===== config.mk =====
export PLATFORM = sky130hd
export DESIGN_NAME = mc_controller_v2
export DESIGN_NICKNAME = d
export VERILOG_FILES = /design/src/rtl/mc_controller_v2.sv
export SDC_FILE = /design/constraint.sdc
export NUM_CORES = 1
export LEC_CHECK = 0
export BUFFER_PORTS_ARGS = -buffer_cell sky130_fd_sc_hd__clkbuf_2
export CAP_MARGIN = 20
export CORE_MARGIN = 5
export CORE_UTILIZATION = 25
export DETAILED_ROUTE_END_ITERATION = 7
export HOLD_SLACK_MARGIN = 0.06
export PLACE_DENSITY_LB_ADDON = 0.3
export SYNTH_ARGS = -nofsm -noshare
export SYNTH_HDL_FRONTEND = slang
export SYNTH_SLANG_ARGS = --single-unit

===== constraint.sdc =====
create_clock -name clk -period 2.1 [get_ports clk]
set_clock_uncertainty 0.2 [all_clocks]
set_input_delay 0.105 -clock clk [delete_from_list [all_inputs] [get_ports clk]]
set_output_delay 0.105 -clock clk [all_outputs]
set_load 0.05 [all_outputs]

===== src/rtl/mc_controller_v2.sv =====
// mc_controller_v2: multi-cycle ARM-subset control unit with memory handshake timeout.
// Define MC_MUL_EN to add the two-cycle MUL execute state (EXECM).
module mc_controller_v2 #(
   parameter int ALUCTRL_W = 3,
   parameter int WAIT_W = 4,
   parameter int TIMEOUT = 15
) (
   input  logic                 clk,
   input  logic                 reset,
   input  logic [31:0]          Instr,
   input  logic [3:0]           ALUFlags,
   input  logic                 MemReady,
   output logic                 PCWrite,
   output logic                 MemWrite,
   output logic                 RegWrite,
   output logic                 IRWrite,
   output logic                 AdrSrc,
   output logic [1:0]           RegSrc,
   output logic                 ALUSrcA,
   output logic [1:0]           ALUSrcB,
   output logic [1:0]           ResultSrc,
   output logic [1:0]           ImmSrc,
   output logic [ALUCTRL_W-1:0] ALUControl,
   output logic                 MemErr,
   output logic [3:0]           State
);
   typedef enum logic [3:0] {
      FETCH = 4'd0, DECODE = 4'd1, MEMADR = 4'd2, MEMRD = 4'd3, MEMWB = 4'd4, MEMWR = 4'd5,
      EXECR = 4'd6, EXECI = 4'd7, ALUWB = 4'd8, BRANCH = 4'd9, EXECM = 4'd10
   } state_t;
   localparam logic [ALUCTRL_W-1:0] ALU_ADD = ALUCTRL_W'(0);
   localparam logic [ALUCTRL_W-1:0] ALU_SUB = ALUCTRL_W'(1);
   localparam logic [ALUCTRL_W-1:0] ALU_AND = ALUCTRL_W'(2);
   localparam logic [ALUCTRL_W-1:0] ALU_ORR = ALUCTRL_W'(3);
   localparam logic [ALUCTRL_W-1:0] ALU_EOR = ALUCTRL_W'(4);
   localparam logic [ALUCTRL_W-1:0] ALU_MUL = ALUCTRL_W'(5);
   state_t state, nxt;
   logic [WAIT_W-1:0] cnt;
   logic [3:0] flags;
   logic mul_cnt, cond_ex, timeout, mem_state, is_mul, exec_end, nz_ld, cv_ld;
   logic unused_bits;
   logic [1:0] op;
   logic [5:0] funct;
   logic [3:0] cond, cmd;
   logic rd15, is_cmp, addsub, supported, fl_n, fl_z, fl_c, fl_v;
   logic [ALUCTRL_W-1:0] alu_dp;
   assign op = Instr[27:26];
   assign funct = Instr[25:20];
   assign cond = Instr[31:28];
   assign cmd = funct[4:1];
   assign rd15 = Instr[15:12] == 4'd15;
   assign unused_bits = ^{Instr[19:16], Instr[11:0]};
   assign {fl_n, fl_z, fl_c, fl_v} = flags;
   assign is_cmp = cmd == 4'b1010;
   assign addsub = cmd == 4'b0100 || cmd == 4'b0010 || is_cmp;
   assign supported = addsub || cmd == 4'b0000 || cmd == 4'b1100 || cmd == 4'b0001;
   assign alu_dp = cmd == 4'b0100 ? ALU_ADD :
                   (cmd == 4'b0010 || is_cmp) ? ALU_SUB :
                   cmd == 4'b0000 ? ALU_AND :
                   cmd == 4'b1100 ? ALU_ORR :
                   cmd == 4'b0001 ? ALU_EOR : ALU_ADD;
`ifdef MC_MUL_EN
   assign is_mul = op == 2'b00 && funct[5:1] == 5'b00000 && Instr[7:4] == 4'b1001;
`else
   assign is_mul = 1'b0;
`endif
   assign ImmSrc = op;
   assign RegSrc = {op == 2'b01, op == 2'b10};
   assign State = state;
   assign mem_state = state == FETCH || state == MEMRD || state == MEMWR;
   assign timeout = mem_state && cnt == WAIT_W'(TIMEOUT);
   assign MemErr = timeout;
   always_comb begin
      case (cond)
         4'b0000: cond_ex = fl_z;
         4'b0001: cond_ex = ~fl_z;
         4'b0010: cond_ex = fl_c;
         4'b0011: cond_ex = ~fl_c;
         4'b0100: cond_ex = fl_n;
         4'b0101: cond_ex = ~fl_n;
         4'b0110: cond_ex = fl_v;
         4'b0111: cond_ex = ~fl_v;
         4'b1000: cond_ex = fl_c & ~fl_z;
         4'b1001: cond_ex = ~fl_c | fl_z;
         4'b1010: cond_ex = fl_n == fl_v;
         4'b1011: cond_ex = fl_n != fl_v;
         4'b1100: cond_ex = ~fl_z & (fl_n == fl_v);
         4'b1101: cond_ex = fl_z | (fl_n != fl_v);
         4'b1110: cond_ex = 1'b1;
         default: cond_ex = 1'b0;
      endcase
   end
   always_comb begin
      nxt = state;
      case (state)
         FETCH:        nxt = (MemReady && !timeout) ? DECODE : FETCH;
         DECODE:       nxt = op == 2'b01 ? MEMADR : op == 2'b10 ? BRANCH : op == 2'b11 ? FETCH :
                             is_mul ? EXECM : funct[5] ? EXECI : EXECR;
         MEMADR:       nxt = funct[0] ? MEMRD : MEMWR;
         MEMRD:        nxt = timeout ? FETCH : MemReady ? MEMWB : MEMRD;
         MEMWR:        nxt = (timeout || MemReady) ? FETCH : MEMWR;
         EXECR, EXECI: nxt = is_cmp ? FETCH : ALUWB;
         EXECM:        nxt = mul_cnt ? ALUWB : EXECM;
         default:      nxt = FETCH;
      endcase
   end
   // flags latch as the execute state completes; MUL only ever touches N and Z
   assign exec_end = state == EXECR || state == EXECI || (state == EXECM && mul_cnt);
   assign nz_ld = exec_end && cond_ex && (state == EXECM ? funct[0] : supported && (funct[0] || is_cmp));
   assign cv_ld = exec_end && cond_ex && state != EXECM && supported && ((funct[0] && addsub) || is_cmp);
   always_ff @(posedge clk or posedge reset) begin
      if (reset) begin
         state <= FETCH;
         cnt <= '0;
         flags <= '0;
         mul_cnt <= 1'b0;
      end else begin
         state <= nxt;
         cnt <= (nxt == state && mem_state && !timeout) ? cnt + 1'b1 : '0;
         mul_cnt <= state == EXECM && !mul_cnt;
         if (nz_ld) flags[3:2] <= ALUFlags[3:2];
         if (cv_ld) flags[1:0] <= ALUFlags[1:0];
      end
   end
   always_comb begin
      PCWrite = 1'b0;
      MemWrite = 1'b0;
      RegWrite = 1'b0;
      IRWrite = 1'b0;
      AdrSrc = 1'b0;
      ALUSrcA = 1'b0;
      ALUSrcB = 2'b00;
      ResultSrc = 2'b00;
      ALUControl = ALU_ADD;
      case (state)
         FETCH: begin
            ALUSrcA = 1'b1;
            ALUSrcB = 2'b10;
            ResultSrc = 2'b10;
            IRWrite = MemReady && !timeout;
            PCWrite = MemReady && !timeout;
         end
         DECODE: begin
            ALUSrcA = 1'b1;
            ALUSrcB = 2'b10;
            ResultSrc = 2'b10;
         end
         MEMADR: begin
            ALUSrcB = 2'b01;
            ALUControl = funct[3] ? ALU_ADD : ALU_SUB;
         end
         MEMRD: AdrSrc = 1'b1;
         MEMWB: begin
            ResultSrc = 2'b01;
            RegWrite = cond_ex;
            PCWrite = cond_ex && rd15;
         end
         MEMWR: begin
            AdrSrc = 1'b1;
            MemWrite = cond_ex && !timeout;
         end
         EXECR: ALUControl = alu_dp;
         EXECI: begin
            ALUSrcB = 2'b01;
            ALUControl = alu_dp;
         end
         EXECM: ALUControl = ALU_MUL;
         ALUWB: begin
            RegWrite = cond_ex && supported && !is_cmp;
            PCWrite = cond_ex && supported && !is_cmp && rd15;
         end
         BRANCH: begin
            ALUSrcB = 2'b01;
            ResultSrc = 2'b10;
            PCWrite = cond_ex;
         end
         default: ;
      endcase
   end
endmodule


==> flow_summary.toml <==
[synth]
syn_nets = 189
synth-compound-area-share_pct = 23.11
netlist_instances = 149
synthAdderAreaFrac_pct = 0.9833
syn_avg_cell_area_sq_um = 8.540
muxShareOfSynthArea_pct = 3.540
synth_cell_types = 49
synthSimpleGateAreaFrac_pct = 35.59
synth_xor_area_share_pct = 5.506
synth-seq-area-share_pct = 25.57
synth_top_area_cell = "dfrtp_1"
syn-cell-area_sq_um = 1272
ys_ff_latch = 13
synth_area_leaders = "dfrtp_1 (26%), o21ai_0 (3.5%), mux2_2 (3.5%)"
yosys_warnings = 0
synth_top_family_by_area = "simple AND/OR/NAND/NOR gates"
synth_edf_count = 0
synth_top_area_share_pct = 25.57
async_reset_ff_share_pct = 100.0
synth-main-ff-cell = "dfrtp_1"

[placed_design]
dp_hpwl_um = 3037
place_inst = 273
place_ws_ns = -0.1800
gp_congestion = 0.7804
place.port_buffers = 44

[floorplanning]
num_io_pins = 61
core.rowCount = 26
die_w_um = 81.35
die_h_um = 81.35
die_area_sq_um = 6617
core-area_sq_um = 5010
start_util_pct = 25.40

[detailed_routing]
drt_pass1_iterations = 4
via_per_inst = 4.973
ant_nets = 0
drt_wl_total_um = 4004
wl_per_cell_um = 13.67
drc = 0
drt_iter0_markers = 68
routed-via-count = 1457

[global_route]
grt_overflow = 0
grt_pass1_wl_um = 6058
antenna_found_initial = 0
grt_max_degree = 14
grt_pass1_vias = 1335
grt_use_total_pct = 11.46

[critical_path]
cp-start-kind = "flop"
crit_path_end_kind = "output port"
worstSetupPathType = "flop to output port"
crit_arrival_ns = 2.10
cp.required_ns = 1.79
crit_fanout = 7

[sta]
fin_crit_ns = 2.409
hold_viol = 0
maxSlewViolCount = 0
period_share_pct = 114.7
worstMarginPinSlew_ns = 0.4782
maxSlewHeadroom_pct = 68.09
fin_ws_ns = -0.3086
max_freq_mhz = 415.2
rsz0062_at_grt = "true"
setup_viol = 7

[layout]
final_util_pct = 43.36
syn_to_final_growth_pct = 70.70
diodes = 0
nFillCells = 512
drive_gt1_share_pct = 56.05
stdcell_count = 293
multi_input_area_sq_um = 1102
seq_area_sq_um = 334.1
final_nets = 264

[clock_network]
clock-root-buffer = "clkbuf_8"
cts_htree_levels = 1
clock_latency_ns = 0.23
clockBufferDepth = 2
numClockSinks = 13
cts.clk_slew.worst_paths_ns = 0.05
cts_buffers = 3
cts_tree = "done"

[job]
maxCapViolations = 0

[power]
power_density_nw_per_um2 = 1252
leakagePower_nw = 0.9458
ir_drop_mv = 0.5551

[worst_hold_path]
hold_class = "input pin to flop"

[run_status]
violations = "negative setup slack"
outcome = "complete, but fails checks"
[path summary, 6_finish.rpt]
kind,from,end,slack (ns),cells past startpoint
setup reg to reg,flags[3]$_DFFE_PP0P_,flags[2]$_DFFE_PP0P_,-0.24,7
hold reg to reg,cnt[0]$_DFF_PP0_,cnt[0]$_DFF_PP0_,0.28,1
min in group asynchronous,reset,cnt[0]$_DFF_PP0_,0.21,3
setup / recovery,flags[2]$_DFFE_PP0P_,RegWrite,-0.31,7
max in group asynchronous,reset,flags[2]$_DFFE_PP0P_,1.13,3
hold / removal,Instr[20],State[2]$_DFF_PP0_,0.07,4
[logic make-up after synthesis]
kind of cell               Yosys count
and+or+nand+nor                     70
AOI/OAI and AO/OA                   36
buffers and inverters               17
DFF                                 13
xor gates and xnor gates             8
muxes                                4
adders and majority gates            1
[through the flow]
step           power, mW  hold slack [ns]  instance area, sq um  setup TNS [ns]
6_report           2.719          0.07490                  2172          -1.730
4_1_cts            2.584          0.09127                  2063          -1.810
2_1_floorplan      1.783          -0.2184                  1465         -0.4145
5_1_grt            2.892           0.1169                  2172          -2.467
3_3_place_gp       2.279         -0.06876                  1883         -0.6806
3_5_place_dp       2.282         -0.06583                  1883         -0.8343
[timing repair]
| action | CTS | global route |
|---|---|---|
| endpoints found under the setup margin | 9 | 13 |
| endpoints found under the hold margin | 17 | 0 |
| buffers inserted | 6 | 6 |
| pin swaps | 8 | 11 |
| gates resized for setup | 9 | 17 |
| hold buffers | 5 | 0 |
[sequential cells by signal, indices dropped and copies added, names as in the netlist]
name and flops:
cnt 4, flags 4, State 4, mul_cnt 1
[report_power, final]
group          internal [mW]  total (mW)  leakage (nW)  switching [mW]
sequential             0.336       0.452         0.165           0.116
clock                  0.133       0.210        0.0228          0.0772
combinational          0.798        2.06         0.758            1.26
total                   1.27        2.72         0.946            1.45
[per-layer routing]
| layer | wire length, um | up-vias | GRT usage, % |
|---|---|---|---|
| met5 | 0 | - | 0 |
| met3 | 250 | 0 | 2.106 |
| met1 | 1690 | 705 | 14.97 |
| li1 | - | 716 | - |
| met4 | 0 | 0 | 1.014 |
| met2 | 2063 | 36 | 20.20 |
[cell type report]
type | instances | share of cell area [%]
clock buffers | 4 | 2.074
well taps | 70 | 4.032
multi-input cells | 119 | 50.75
inverters | 9 | 1.555
flip-flops and latches | 13 | 15.38
repair buffers | 78 | 26.21
[cell usage after synthesis, drive strengths merged, types with 3 or more instances]
cell type and number:
a211oi 4, a31oi 3, and3b 3, buf 4, clkbuf 4, dfrtp 13, inv 9, mux2 4
nand2 3, nand2b 6, nand3 8, nor2 8, nor2b 6, nor3 5, nor3b 6, nor4 7
o211ai 3, o21ai 9, o32ai 3, xnor2 3, xor2 5
[cells in the final DEF, fill, tap and decap left out, types with 2 or more instances in the layout]
master	n
a31oi_1	3
inv_1	8
buf_6	5
buf_2	2
nand2_1	3
buf_4	25
xnor2_1	2
or2_2	2
nor3b_1	4
and3b_1	3
dfrtp_1	6
nor2b_1	4
nor3_4	3
nand2b_1	5
a211oi_1	2
nor4b_4	2
clkbuf_8	3
clkbuf_2	37
a21oi_1	2
nand3_1	8
dfrtp_2	7
nand4_1	2
or3_1	2
buf_12	2
o211ai_1	3
xor2_1	4
dlygate4sd3_1	5
o21ai_0	6
a211oi_2	2
mux2_2	4
o21ai_2	3
a2111oi_4	2
nor4_2	5
nand4b_1	2
and3_1	2
nor2_1	6
nor2b_2	2
o211a_1	2
o32ai_2	2
[critical path, stage by stage (launching register included)]
cell and delay [ns]:
dfrtp_2 0.45, nor4b_4 0.30, nor4_2 0.08, nor4b_4 0.35
nor3_4 0.10, buf_6 0.13, a2111oi_4 0.23, clkbuf_16 0.23
(Power assumes the default switching activity.)
